[config.mk]
export PLATFORM = sky130hd
export DESIGN_NAME = lsu_dccm_bank_arb
export DESIGN_NICKNAME = d
export VERILOG_FILES = /design/src/rtl/lsu_dccm_bank_arb.sv
export SDC_FILE = /design/constraint.sdc
export NUM_CORES = 1
export LEC_CHECK = 0
export CAP_MARGIN = 20
export CORE_AREA = 2 2 135 137
export DETAILED_ROUTE_END_ITERATION = 10
export DIE_AREA = 0 0 137 139
export PLACE_DENSITY = 0.69
export RECOVER_POWER = 100
export SKIP_LAST_GASP = 1
export SYNTH_ARGS = -nofsm -noshare
export SYNTH_HDL_FRONTEND = slang
export SYNTH_SLANG_ARGS = --single-unit
[constraint.sdc]
create_clock -name i_clk -period 1.27 [get_ports i_clk]
set_input_delay 0.127 -clock i_clk [delete_from_list [all_inputs] [get_ports i_clk]]
set_output_delay 0.127 -clock i_clk [all_outputs]
set_load 0.05 [all_outputs]
[src/rtl/lsu_dccm_bank_arb.sv]
// DCCM port arbiter for NUM_BANKS single-ported banks: DC1 load vs store-buffer write, DC2/DC3 read pipe.
// Define RV_DCCM_STARVE_GUARD_EN to add the FORCE state that lets a starved store win a conflict.
module lsu_dccm_bank_arb #(
  parameter int DATA_W     = 32,
  parameter int ECC_W      = 7,
  parameter int NUM_BANKS  = 2,
  parameter int ADDR_W     = 16,
  parameter int STARVE_MAX = 4
) (
  input  logic                              i_clk,
  input  logic                              i_rst,
  input  logic                              i_freeze,
  input  logic                              i_ld_valid_dc1,
  input  logic [ADDR_W-1:0]                 i_ld_addr_dc1,
  input  logic [ADDR_W-1:0]                 i_ld_end_addr_dc1,
  output logic                              o_ld_stall_dc1,
  input  logic                              i_sb_req,
  input  logic [ADDR_W-1:0]                 i_sb_addr,
  input  logic [DATA_W+ECC_W-1:0]           i_sb_wdata,
  output logic                              o_sb_commit,
  output logic [NUM_BANKS-1:0]              o_bank_rden,
  output logic [NUM_BANKS*ADDR_W-1:0]       o_bank_rd_addr,
  output logic [NUM_BANKS-1:0]              o_bank_wren,
  output logic [ADDR_W-1:0]                 o_bank_wr_addr,
  output logic [DATA_W+ECC_W-1:0]           o_bank_wr_data,
  input  logic [NUM_BANKS*(DATA_W+ECC_W)-1:0] i_bank_rd_data,
  output logic                              o_ld_valid_dc3,
  output logic [DATA_W+ECC_W-1:0]           o_ld_data_lo_dc3,
  output logic [DATA_W+ECC_W-1:0]           o_ld_data_hi_dc3
);

  localparam int BW = $clog2(DATA_W / 8);
  localparam int BB = $clog2(NUM_BANKS);
  localparam int FW = DATA_W + ECC_W;

  logic [BB-1:0] w_lo;
  logic [BB-1:0] w_hi;
  logic [BB-1:0] w_sb_bank;
  logic          w_active;
  logic          w_conflict;
  logic          w_force;
  logic          w_sb_commit;
  logic          w_ld_issue;

  assign w_lo      = i_ld_addr_dc1[BW +: BB];
  assign w_hi      = i_ld_end_addr_dc1[BW +: BB];
  assign w_sb_bank = i_sb_addr[BW +: BB];
  assign w_active  = ~i_rst & ~i_freeze;
  assign w_conflict = i_ld_valid_dc1 & i_sb_req & ((w_sb_bank == w_lo) | (w_sb_bank == w_hi));

`ifdef RV_DCCM_STARVE_GUARD_EN
  localparam int CW = (STARVE_MAX > 1) ? $clog2(STARVE_MAX) : 1;
  localparam logic [0:0] ST_IDLE  = 1'b0;
  localparam logic [0:0] ST_FORCE = 1'b1;

  logic [0:0]    r_state;
  logic [CW-1:0] r_starve_cnt;

  assign w_force = (r_state == ST_FORCE);

  // Counts consecutive unfrozen conflict cycles; the last one allowed hands the next conflict to the store.
  always_ff @(posedge i_clk) begin
    if (i_rst) begin
      r_state      <= ST_IDLE;
      r_starve_cnt <= '0;
    end else if (!i_freeze) begin
      case (r_state)
        ST_IDLE: begin
          if (w_conflict) begin
            if (r_starve_cnt == CW'(STARVE_MAX - 1)) begin
              r_state      <= ST_FORCE;
              r_starve_cnt <= '0;
            end else begin
              r_starve_cnt <= r_starve_cnt + 1'b1;
            end
          end else begin
            r_starve_cnt <= '0;
          end
        end
        default: begin
          if (w_sb_commit) begin
            r_state      <= ST_IDLE;
            r_starve_cnt <= '0;
          end
        end
      endcase
    end
  end
`else
  assign w_force = 1'b0;
`endif

  assign w_sb_commit    = i_sb_req & w_active & (~w_conflict | w_force);
  assign w_ld_issue     = i_ld_valid_dc1 & w_active & ~(w_force & w_conflict);
  assign o_sb_commit    = w_sb_commit;
  assign o_ld_stall_dc1 = i_ld_valid_dc1 & ~i_rst & ~w_ld_issue;
  assign o_bank_wr_addr = w_sb_commit ? i_sb_addr : '0;
  assign o_bank_wr_data = w_sb_commit ? i_sb_wdata : '0;

  // When both halves land in one bank the start address is the one presented to it.
  always_comb begin
    o_bank_rden    = '0;
    o_bank_rd_addr = '0;
    o_bank_wren    = '0;
    if (w_ld_issue) begin
      o_bank_rden[w_hi] = 1'b1;
      o_bank_rd_addr[int'(w_hi)*ADDR_W +: ADDR_W] = i_ld_end_addr_dc1;
      o_bank_rden[w_lo] = 1'b1;
      o_bank_rd_addr[int'(w_lo)*ADDR_W +: ADDR_W] = i_ld_addr_dc1;
    end
    if (w_sb_commit) begin
      o_bank_wren[w_sb_bank] = 1'b1;
    end
  end

  logic          r_dc2_valid;
  logic [BB-1:0] r_dc2_lo;
  logic [BB-1:0] r_dc2_hi;
  logic          r_dc3_valid;
  logic [FW-1:0] r_dc3_lo;
  logic [FW-1:0] r_dc3_hi;

  always_ff @(posedge i_clk) begin
    if (i_rst) begin
      r_dc2_valid <= 1'b0;
      r_dc2_lo    <= '0;
      r_dc2_hi    <= '0;
      r_dc3_valid <= 1'b0;
      r_dc3_lo    <= '0;
      r_dc3_hi    <= '0;
    end else if (!i_freeze) begin
      r_dc2_valid <= w_ld_issue;
      r_dc2_lo    <= w_lo;
      r_dc2_hi    <= w_hi;
      r_dc3_valid <= r_dc2_valid;
      if (r_dc2_valid) begin
        r_dc3_lo <= i_bank_rd_data[int'(r_dc2_lo)*FW +: FW];
        r_dc3_hi <= i_bank_rd_data[int'(r_dc2_hi)*FW +: FW];
      end
    end
  end

  assign o_ld_valid_dc3   = r_dc3_valid;
  assign o_ld_data_lo_dc3 = r_dc3_lo;
  assign o_ld_data_hi_dc3 = r_dc3_hi;

endmodule

==> flow_summary.toml, run 1 <==
[setup_path]
r2r_start = "r_dc2_valid"
critPathLaunchType = "primary input"
reg2reg_to = "o_ld_data_lo_dc3[23]"
r2r_setup_slack_ps = -110
slowest_delay_ps = 390
required_ps = 1140
critPathSlowestCell = "or3b_4"
path_delay_family = "buffers and inverters"
r2r_cells = 5
end_kind = "primary output"
path_class = "primary input to primary output"
crit_arrival_ps = 1490
path_max_fanout = 14
path_cells = "buf_8 > or3b_4 > a31oi_4 > buf_6 > buf_16 > and2_4 > buf_12"
path_buf_inv = 4

[sta]
slew_violations = 0
setup_viol = 154
slew_headroom = 0.437
timing.setup.tns_ps = -25860
finalCriticalPeriod_ps = 1620
fmax_mhz = 617
whs_ps = 276
skew_ps = 10.3
worst_pin_slew_ps = 844
rsz0062_at_grt = "yes"
finalCritPeriodShare = 1.28
timing.final.ws_setup_ps = -350
hold_viol = 0

[die]
die_x_um = 137
pin_count = 342
num_rows = 49
dieHeight_um = 139
initial_core_util = 0.253
core-area_mm2 = 0.0177
dieArea_mm2 = 0.0190

[clock_tree]
cts_htree_levels = 3
clk_path_buf_depth = 2
clk_pin_slew_ps = 50
cts_root_buf = "clkbuf_16"
cts_sinks = 82
postCtsHoldBufs = 0
cts-buffers-inserted = 9
clk_latency_ps = 330
cts_tree = "built"

[drt]
drt_iter0_markers = 183
wire_per_inst_um = 20.1
vias_per_cell = 4.80
drtPass1Iterations = 6
ant_nets = 0
via_count = 5327
drc = 0
wl_um = 22300

[run_status]
violations = "setup timing"
status = "complete, but fails checks"

[power_and_ir_drop]
powerDensity_mw_per_mm2 = 806
irDropWorstVdd_v = 0.000653
totalPowerFinal_mw = 8.60
leakage_nw = 4.15

[yosys]
yosysWarnings = 0
synth.distinct_cells = 22
synth_area_leaders = "dfxtp_1, mux2i_1, a211oi_1"
synth_fp_nets = 675
ys_ff_latch = 82
synth_area_mm2 = 0.00446
synth_largest_area_cell = "dfxtp_1"
avgSynthCellArea_um2 = 8.84
yosysSeqAreaShare = 0.368
synth.top_cell.area_share = 0.368
synthCells = 505

[global_routing]
grt_overflow = 0
first_global_vias = 5166
grt_pass1_wl_um = 29600
track_usage = 0.201
antenna_found_initial = 0
grt_max_degree = 58

[min_path]
whs_endpoint = "r_dc2_valid"
hp-class = "primary input to flop"
min_path_cells = 4
hold_start = "i_ld_valid_dc1"

[finish]
fin_util = 0.605
layout-area-overhead-vs-synth_pct = 139
layout-drive-gt1-share = 0.502
fin_cells = 1110
final_nets = 1047
num-fill-cells = 1399
diodes = 0
fin_area_mm2 = 0.0107

[placement]
dpl.hpwl_um = 14900
port_buffers = 340
dp_cells = 1053
place_ws_ps = -651
place_area_mm2 = 0.0102
place_congestion = 0.847

[run]
maxCapViolations = 0
routing by layer:
layer | share of wire | vias to the layer above | GRT usage | wire [um]
li1 | - | 2514 | - | -
met1 | 0.40 | 2565 | 0.239 | 9010
met2 | 0.50 | 205 | 0.340 | 11000
met3 | 0.074 | 43 | 0.0720 | 1640
met4 | 0.025 | 0 | 0.0553 | 562
met5 | 0 | - | 0 | 0
power breakdown:
group          switching, mW  leakage (nW)  internal (mW)
Clock                  0.995         0.156           1.82
Combinational           1.59          3.33           1.41
Sequential            0.0796         0.669           2.70
Total                   2.66          4.15           5.93
state kept, by name, indices dropped and copies added (netlist names):
name and cells:
o_ld_data_hi_dc3 39, r_dc2_valid 1, o_ld_data_lo_dc3 39, r_dc2_hi 1, r_dc2_lo 1, o_ld_valid_dc3 1
cell usage after synthesis, drive strengths merged:
master / n
and3b: 1
or3b: 2
dfxtp: 82
mux2i: 111
buf: 32
conb: 1
nor3b: 1
nand3b: 1
nor2b: 2
a21oi: 1
and2: 55
clkbuf: 20
inv: 2
a31oi: 1
o21ai: 1
nand2: 2
a211oi: 78
nor2: 112
timing repair:
action / in CTS / in global routing
resized for setup: 97 / 106
setup buffers: 7 / 14
cloned: 7 / 16
pin swaps: 21 / 41
endpoints found under the hold margin: 0 / 0
endpoints found under the setup margin: 125 / 145
worst max-delay path by stage:
stage	startpoint	endpoint	slack [ps]	depth (start not counted)
after global placement	i_freeze	o_bank_wr_addr[2]	-640	6
after detailed placement	i_sb_addr[2]	o_bank_wr_addr[2]	-650	6
final	i_freeze	o_bank_wr_addr[10]	-350	7
after floorplan	i_ld_addr_dc1[2]	o_bank_wren[1]	-220	6
after CTS	i_ld_end_addr_dc1[2]	o_bank_wr_data[37]	-450	8
after global routing	i_freeze	o_bank_wr_addr[8]	-380	7
placed cells by master (no fill, tap or decap), types with 3 or more instances in the layout:
master           count
buf_12              97
nor2_2               5
and2_2              12
a211oi_1            30
buf_16               6
a211oi_2            48
mux2i_1             96
mux2i_2             15
clkdlybuf4s50_1    162
nor2_1              64
nor2_4              43
clkbuf_16           21
buf_8               17
buf_2                3
buf_6               20
and2_4              43
clkbuf_2            79
buf_4               15
dfxtp_1             80
worst reg2reg max path, cell delays in order, from the launching register on:
cell,delay (ps)
dfxtp_2,330
nor2b_4,340
clkbuf_16,250
buf_8,110
clkbuf_16,140
a211oi_2,70
cell type report:
cell class,count,area [um^2],area share
Clock buffer,13,260,0.0244
Sequential cell,82,1640,0.154
Inverter,2,15.0,0.00141
Timing Repair Buffer,413,5050,0.473
Multi-Input combinational cell,369,3360,0.315
Clock inverter,2,60.1,0.00563
Tap cell,229,287,0.0268
cell families (layout without fill, tap and decap cells):
family | after synthesis | count (layout) | synth area share
other cells | 1 | 1 | 0.000840
compound gates | 81 | 81 | 0.136
flops | 82 | 82 | 0.368
simple gates | 176 | 176 | 0.185
mux | 111 | 111 | 0.249
buf+inv | 54 | 430 | 0.0609
Power figures use the tool's default switching activity.
==> run 2: changes to the inputs <==
--- a/config.mk
+++ b/config.mk
@@ -9,7 +9,7 @@
 export CORE_AREA = 2 2 135 137
 export DETAILED_ROUTE_END_ITERATION = 10
 export DIE_AREA = 0 0 137 139
-export PLACE_DENSITY = 0.69
+export PLACE_DENSITY = 0.68
 export RECOVER_POWER = 100
 export SKIP_LAST_GASP = 1
 export SYNTH_ARGS = -nofsm -noshare
==> flow_summary.toml, run 2 (synthesized netlist as in run 1, its figures left out) <==
[run_status]
status = "complete, but fails checks"
violations = "setup timing"

[sta]
setup_viol = 111
whs_ps = 231
skew_ps = 6.84
fmax_mhz = 588
timing.final.ws_setup_ps = -430
finalCritPeriodShare = 1.34
slew_violations = 0
finalCriticalPeriod_ps = 1700
hold_viol = 0
rsz0062_at_grt = "yes"

[finish]
num-fill-cells = 1469
fin_area_mm2 = 0.0103
final_cell_mix = "clkdlybuf4s50_1, mux2i_1, buf_12"
diodes = 0
layout-drive-gt1-share = 0.441
final_common_cell = "clkdlybuf4s50_1"
final_nets = 1047
layout-area-overhead-vs-synth_pct = 130

[drt]
wl_um = 21500
drc = 0
vias_per_cell = 4.72
drt_iter0_markers = 152
wire_per_inst_um = 19.4
ant_nets = 0
drtPass1Iterations = 4
via_count = 5229

[setup_path]
crit_arrival_ps = 1570
end_kind = "primary output"
r2r_start = "r_dc2_valid"
path_max_fanout = 7
critPathSlowestCell = "or3b_4"
path_cells = "buf_8 > or3b_4 > a31oi_4 > buf_6 > buf_6 > buf_6 > buf_16 > and2_4 > buf_12"
crit_start = "i_ld_end_addr_dc1[2]"
slowest_delay_ps = 400
path_class = "primary input to primary output"
required_ps = 1140
worst_path_most_repeated_cell = "buf_6"
critPathLaunchType = "primary input"

[clock_tree]
clk_latency_ps = 340
cts_htree_levels = 3
clk_path_buf_depth = 2
clk_pin_slew_ps = 50
postCtsHoldBufs = 0
cts_tree = "built"
cts_sinks = 82
cts_root_buf = "clkbuf_16"
cts-buffers-inserted = 9

[power_and_ir_drop]
pwr-share-comb = 0.353
powerDensity_mw_per_mm2 = 790
power_frac_clock = 0.307
leakage_nw = 4.05
seqPwrFrac = 0.340
irDropWorstVdd_v = 0.000658
p_int_mw = 5.55
p_sw_frac = 0.317
switchingPower_mw = 2.58

[run]
maxCapViolations = 0

[global_routing]
grt_pass1_wl_um = 30500
grt_overflow = 0
first_global_vias = 5356
grt_max_degree = 70
antenna_found_initial = 0
track_usage = 0.208

[placement]
dpl.hpwl_um = 14900
place_congestion = 0.940
port_buffers = 340
place_ws_ps = -655
place_area_mm2 = 0.0103

[die]
dieHeight_um = 139
core-area_mm2 = 0.0177
dieArea_mm2 = 0.0190
initial_core_util = 0.253
pin_count = 342
die_x_um = 137
num_rows = 49

[min_path]
hold_start = "i_ld_valid_dc1"
hp-class = "primary input to flop"
[run 2: cell types whose count changed in the layout (fill, tap and decap cells not counted), moves of 7 or more]
cell	previous run	this run
and2_4	43	55
a211oi_2	48	16
and2_2	12	0
nor2_1	64	82
a211oi_1	30	62
nor2_4	43	30
buf_4	15	22
[run 2: worst max-delay path: cells and delay by family]
kind | cells | cell delay [ps]
AOI/OAI and AO/OA | 1 | 190
and+or+nand+nor | 2 | 550
buffers and inverters | 6 | 700
[run 2: final timing paths]
path / end / slack, ps / depth (start not counted)
worst min register to register: o_ld_data_hi_dc3[16] / 490 / 2
worst max-delay path: o_bank_wr_data[3] / -430 / 9
worst max register to register: o_ld_data_lo_dc3[36] / -40 / 6
worst min-delay path: r_dc2_valid / 230 / 4
[run 2: cell type report]
class / count / area, um^2 / area share
Multi-Input combinational cell: 369 / 3080 / 0.300
Sequential cell: 82 / 1640 / 0.160
Clock buffer: 10 / 229 / 0.0223
Inverter: 2 / 15.0 / 0.00146
Timing Repair Buffer: 413 / 4980 / 0.484
Clock inverter: 3 / 43.8 / 0.00426
Tap cell: 229 / 287 / 0.0279
[run 2: stage by stage]
step | TNS, ps | cells | power, mW | util
final | -22840 | 1108 | 8.13 | 0.582
after floorplan | -9200 | 505 | 4.20 | -
after detailed placement | -78400 | 1054 | 5.82 | 0.581
after CTS | -23900 | 1085 | 8.50 | 0.626
after global routing | -29950 | 1108 | 8.48 | 0.582
after global placement | -73870 | 1054 | 5.78 | 0.581
[run 2: power by group through the flow]
stage / sequential [mW] / clock, mW / combinational (mW)
detailed placement: 2.89 / 0 / 2.93
floorplan: 3.22 / 0 / 0.980
global placement: 2.88 / 0 / 2.90
CTS: 2.83 / 2.58 / 3.09
finish: 2.76 / 2.50 / 2.86
global route: 2.78 / 2.69 / 3.01
[run 2: timing repair]
action / in CTS / in global routing
setup buffers: 12 / 17
gates cloned: 7 / 11
resized for setup: 96 / 42
pin swaps: 40 / 26
endpoints found under the setup margin: 101 / 138
[run 2: layer usage]
layer	vias up	GRT usage	wire length, um
li1	2511	-	-
met1	2485	0.252	8660
met2	198	0.338	10500
met3	35	0.0786	1780
met4	0	0.0651	478
met5	-	0	0
==> run 3: changes to the inputs <==
--- a/config.mk
+++ b/config.mk
@@ -6,11 +6,12 @@
 export NUM_CORES = 1
 export LEC_CHECK = 0
 export CAP_MARGIN = 20
-export CORE_AREA = 2 2 135 137
+export CORE_AREA = 3 3 132 134
 export DETAILED_ROUTE_END_ITERATION = 10
-export DIE_AREA = 0 0 137 139
-export PLACE_DENSITY = 0.68
+export DIE_AREA = 0 0 135 137
+export PLACE_DENSITY = 0.72
 export RECOVER_POWER = 100
+export REMOVE_ABC_BUFFERS = 1
 export SKIP_LAST_GASP = 1
 export SYNTH_ARGS = -nofsm -noshare
 export SYNTH_HDL_FRONTEND = slang
==> flow_summary.toml, run 3 (synthesized netlist as in run 1, its figures left out) <==
[run_status]
status = "complete, but fails checks"
violations = "setup timing"

[sta]
timing.final.ws_setup_ps = -319
fmax_mhz = 629
finalCriticalPeriod_ps = 1590
setup_viol = 115
timing.setup.tns_ps = -23860
hold_viol = 0
slew_violations = 0
skew_ps = 7.69
rsz0062_at_grt = "yes"
finalCritPeriodShare = 1.25

[finish]
final_common_cell = "clkdlybuf4s50_1"
diodes = 0
layout-area-overhead-vs-synth_pct = 127
final_nets = 1035
layout-drive-gt1-share = 0.422
final_cell_mix = "clkdlybuf4s50_1, mux2i_1, buf_12"
num-fill-cells = 1278
fin_util = 0.618

[drt]
route.met2.wl_um = 12400
drtPass1Iterations = 4
wl_met1_um = 8450
vias_per_cell = 4.87
via_count = 5306
ant_nets = 0
routed.top_layer = "met5"
drt_iter0_markers = 137
wl_met3_um = 2050
drc = 0
wl_um = 23500
wire_per_inst_um = 21.5

[setup_path]
critPathSlowestCell = "or3b_4"
critPathLaunchType = "primary input"
path_delay_family = "buffers and inverters"
path_buf_inv = 4
path_max_fanout = 7
slowest_delay_ps = 380
required_ps = 1140
end_kind = "primary output"
crit_arrival_ps = 1460
path_class = "primary input to primary output"
worst_path_most_repeated_cell = "buf_12"
path_cells = "buf_8 > or3b_4 > a31oi_4 > buf_12 > clkbuf_16 > and2_4 > buf_12"

[die]
die_x_um = 135
pin_count = 342
num_rows = 47
initial_core_util = 0.272
dieHeight_um = 137
dieArea_mm2 = 0.0185
core-area_mm2 = 0.0164

[clock_tree]
cts_tree = "built"
cts-buffers-inserted = 9
clk_latency_ps = 340
clk_pin_slew_ps = 60
cts_root_buf = "clkbuf_16"
cts_htree_levels = 3
postCtsHoldBufs = 0
cts_sinks = 82
clk_path_buf_depth = 2

[power_and_ir_drop]
p_sw_frac = 0.329
pwr-share-comb = 0.346
powerDensity_mw_per_mm2 = 818
switchingPower_mw = 2.73
irDropWorstVdd_v = 0.000522
leakage_nw = 3.98
seqPwrFrac = 0.333
p_int_mw = 5.57
totalPowerFinal_mw = 8.30
power_frac_clock = 0.321

[placement]
place_congestion = 0.805
dpl.hpwl_um = 16400
port_buffers = 340

[global_routing]
grt_max_degree = 60
antenna_found_initial = 4
grt_pass1_wl_um = 30600
grt_overflow = 0
first_global_vias = 5062
track_usage = 0.217

[run]
maxCapViolations = 0

[min_path]
hp-class = "primary input to flop"
==> run 3: what timing repair did <==
| item | 4_1_cts | 5_1_grt |
|---|---|---|
| setup buffers | 5 | 7 |
| cloned | 5 | 12 |
| pin swaps | 42 | 18 |
| endpoints found under the setup margin | 113 | 139 |
| resized for setup | 159 | 63 |
==> run 3: worst reg2reg max path: cells and delay by family (launching register included) <==
kind	cells	cell delay [ps]
AND/OR/NAND/NOR	2	250
buffers and inverters	2	420
flip-flops	1	330
AO/OA/AOI/OAI	1	280
==> run 3: through the flow <==
step	hold WS [ps]	cell area (um^2)	worst slack [ps]	std cells
2_1_floorplan	199	4200	-4730	453
3_3_place_gp	480	9940	-828	1047
3_5_place_dp	488	9940	-851	1047
4_1_cts	192	10800	-350	1073
5_1_grt	185	10100	-351	1090
6_report	179	10100	-319	1090
==> run 3: worst paths after layout <==
path	startpoint	end	slack, ps	cells past startpoint
max	i_rst	o_bank_wr_data[29]	-320	7
min	i_ld_end_addr_dc1[2]	r_dc2_hi	180	4
min reg2reg	o_ld_data_lo_dc3[12]	o_ld_data_lo_dc3[12]	490	2
max reg2reg	r_dc2_valid	o_ld_data_lo_dc3[10]	-110	5
==> run 3: power by group through the flow <==
stage | logic [mW] | registers (mW) | clock network (mW)
2_1_floorplan | 0.770 | 3.27 | 0
3_3_place_gp | 2.82 | 2.88 | 0
3_5_place_dp | 2.85 | 2.89 | 0
4_1_cts | 3.05 | 2.83 | 2.73
5_1_grt | 3.00 | 2.78 | 2.84
6_report | 2.87 | 2.76 | 2.66
==> run 3: area by class of cell <==
| cell class | instances | area, um^2 | share of cell area |
|---|---|---|---|
| clock buffer | 9 | 225 | 0.0222 |
| inverter | 2 | 15.0 | 0.00148 |
| sequential | 82 | 1640 | 0.162 |
| clock inverter | 7 | 77.6 | 0.00765 |
| multi-input combinational | 369 | 3060 | 0.302 |
| tap | 220 | 275 | 0.0272 |
| timing repair buffer | 401 | 4840 | 0.477 |
==> run 3: per-layer routing <==
layer / vias up / track usage
met5: - / 0
met2: 228 / 0.400
li1: 2502 / -
met3: 40 / 0.0849
met1: 2528 / 0.234
met4: 8 / 0.0543
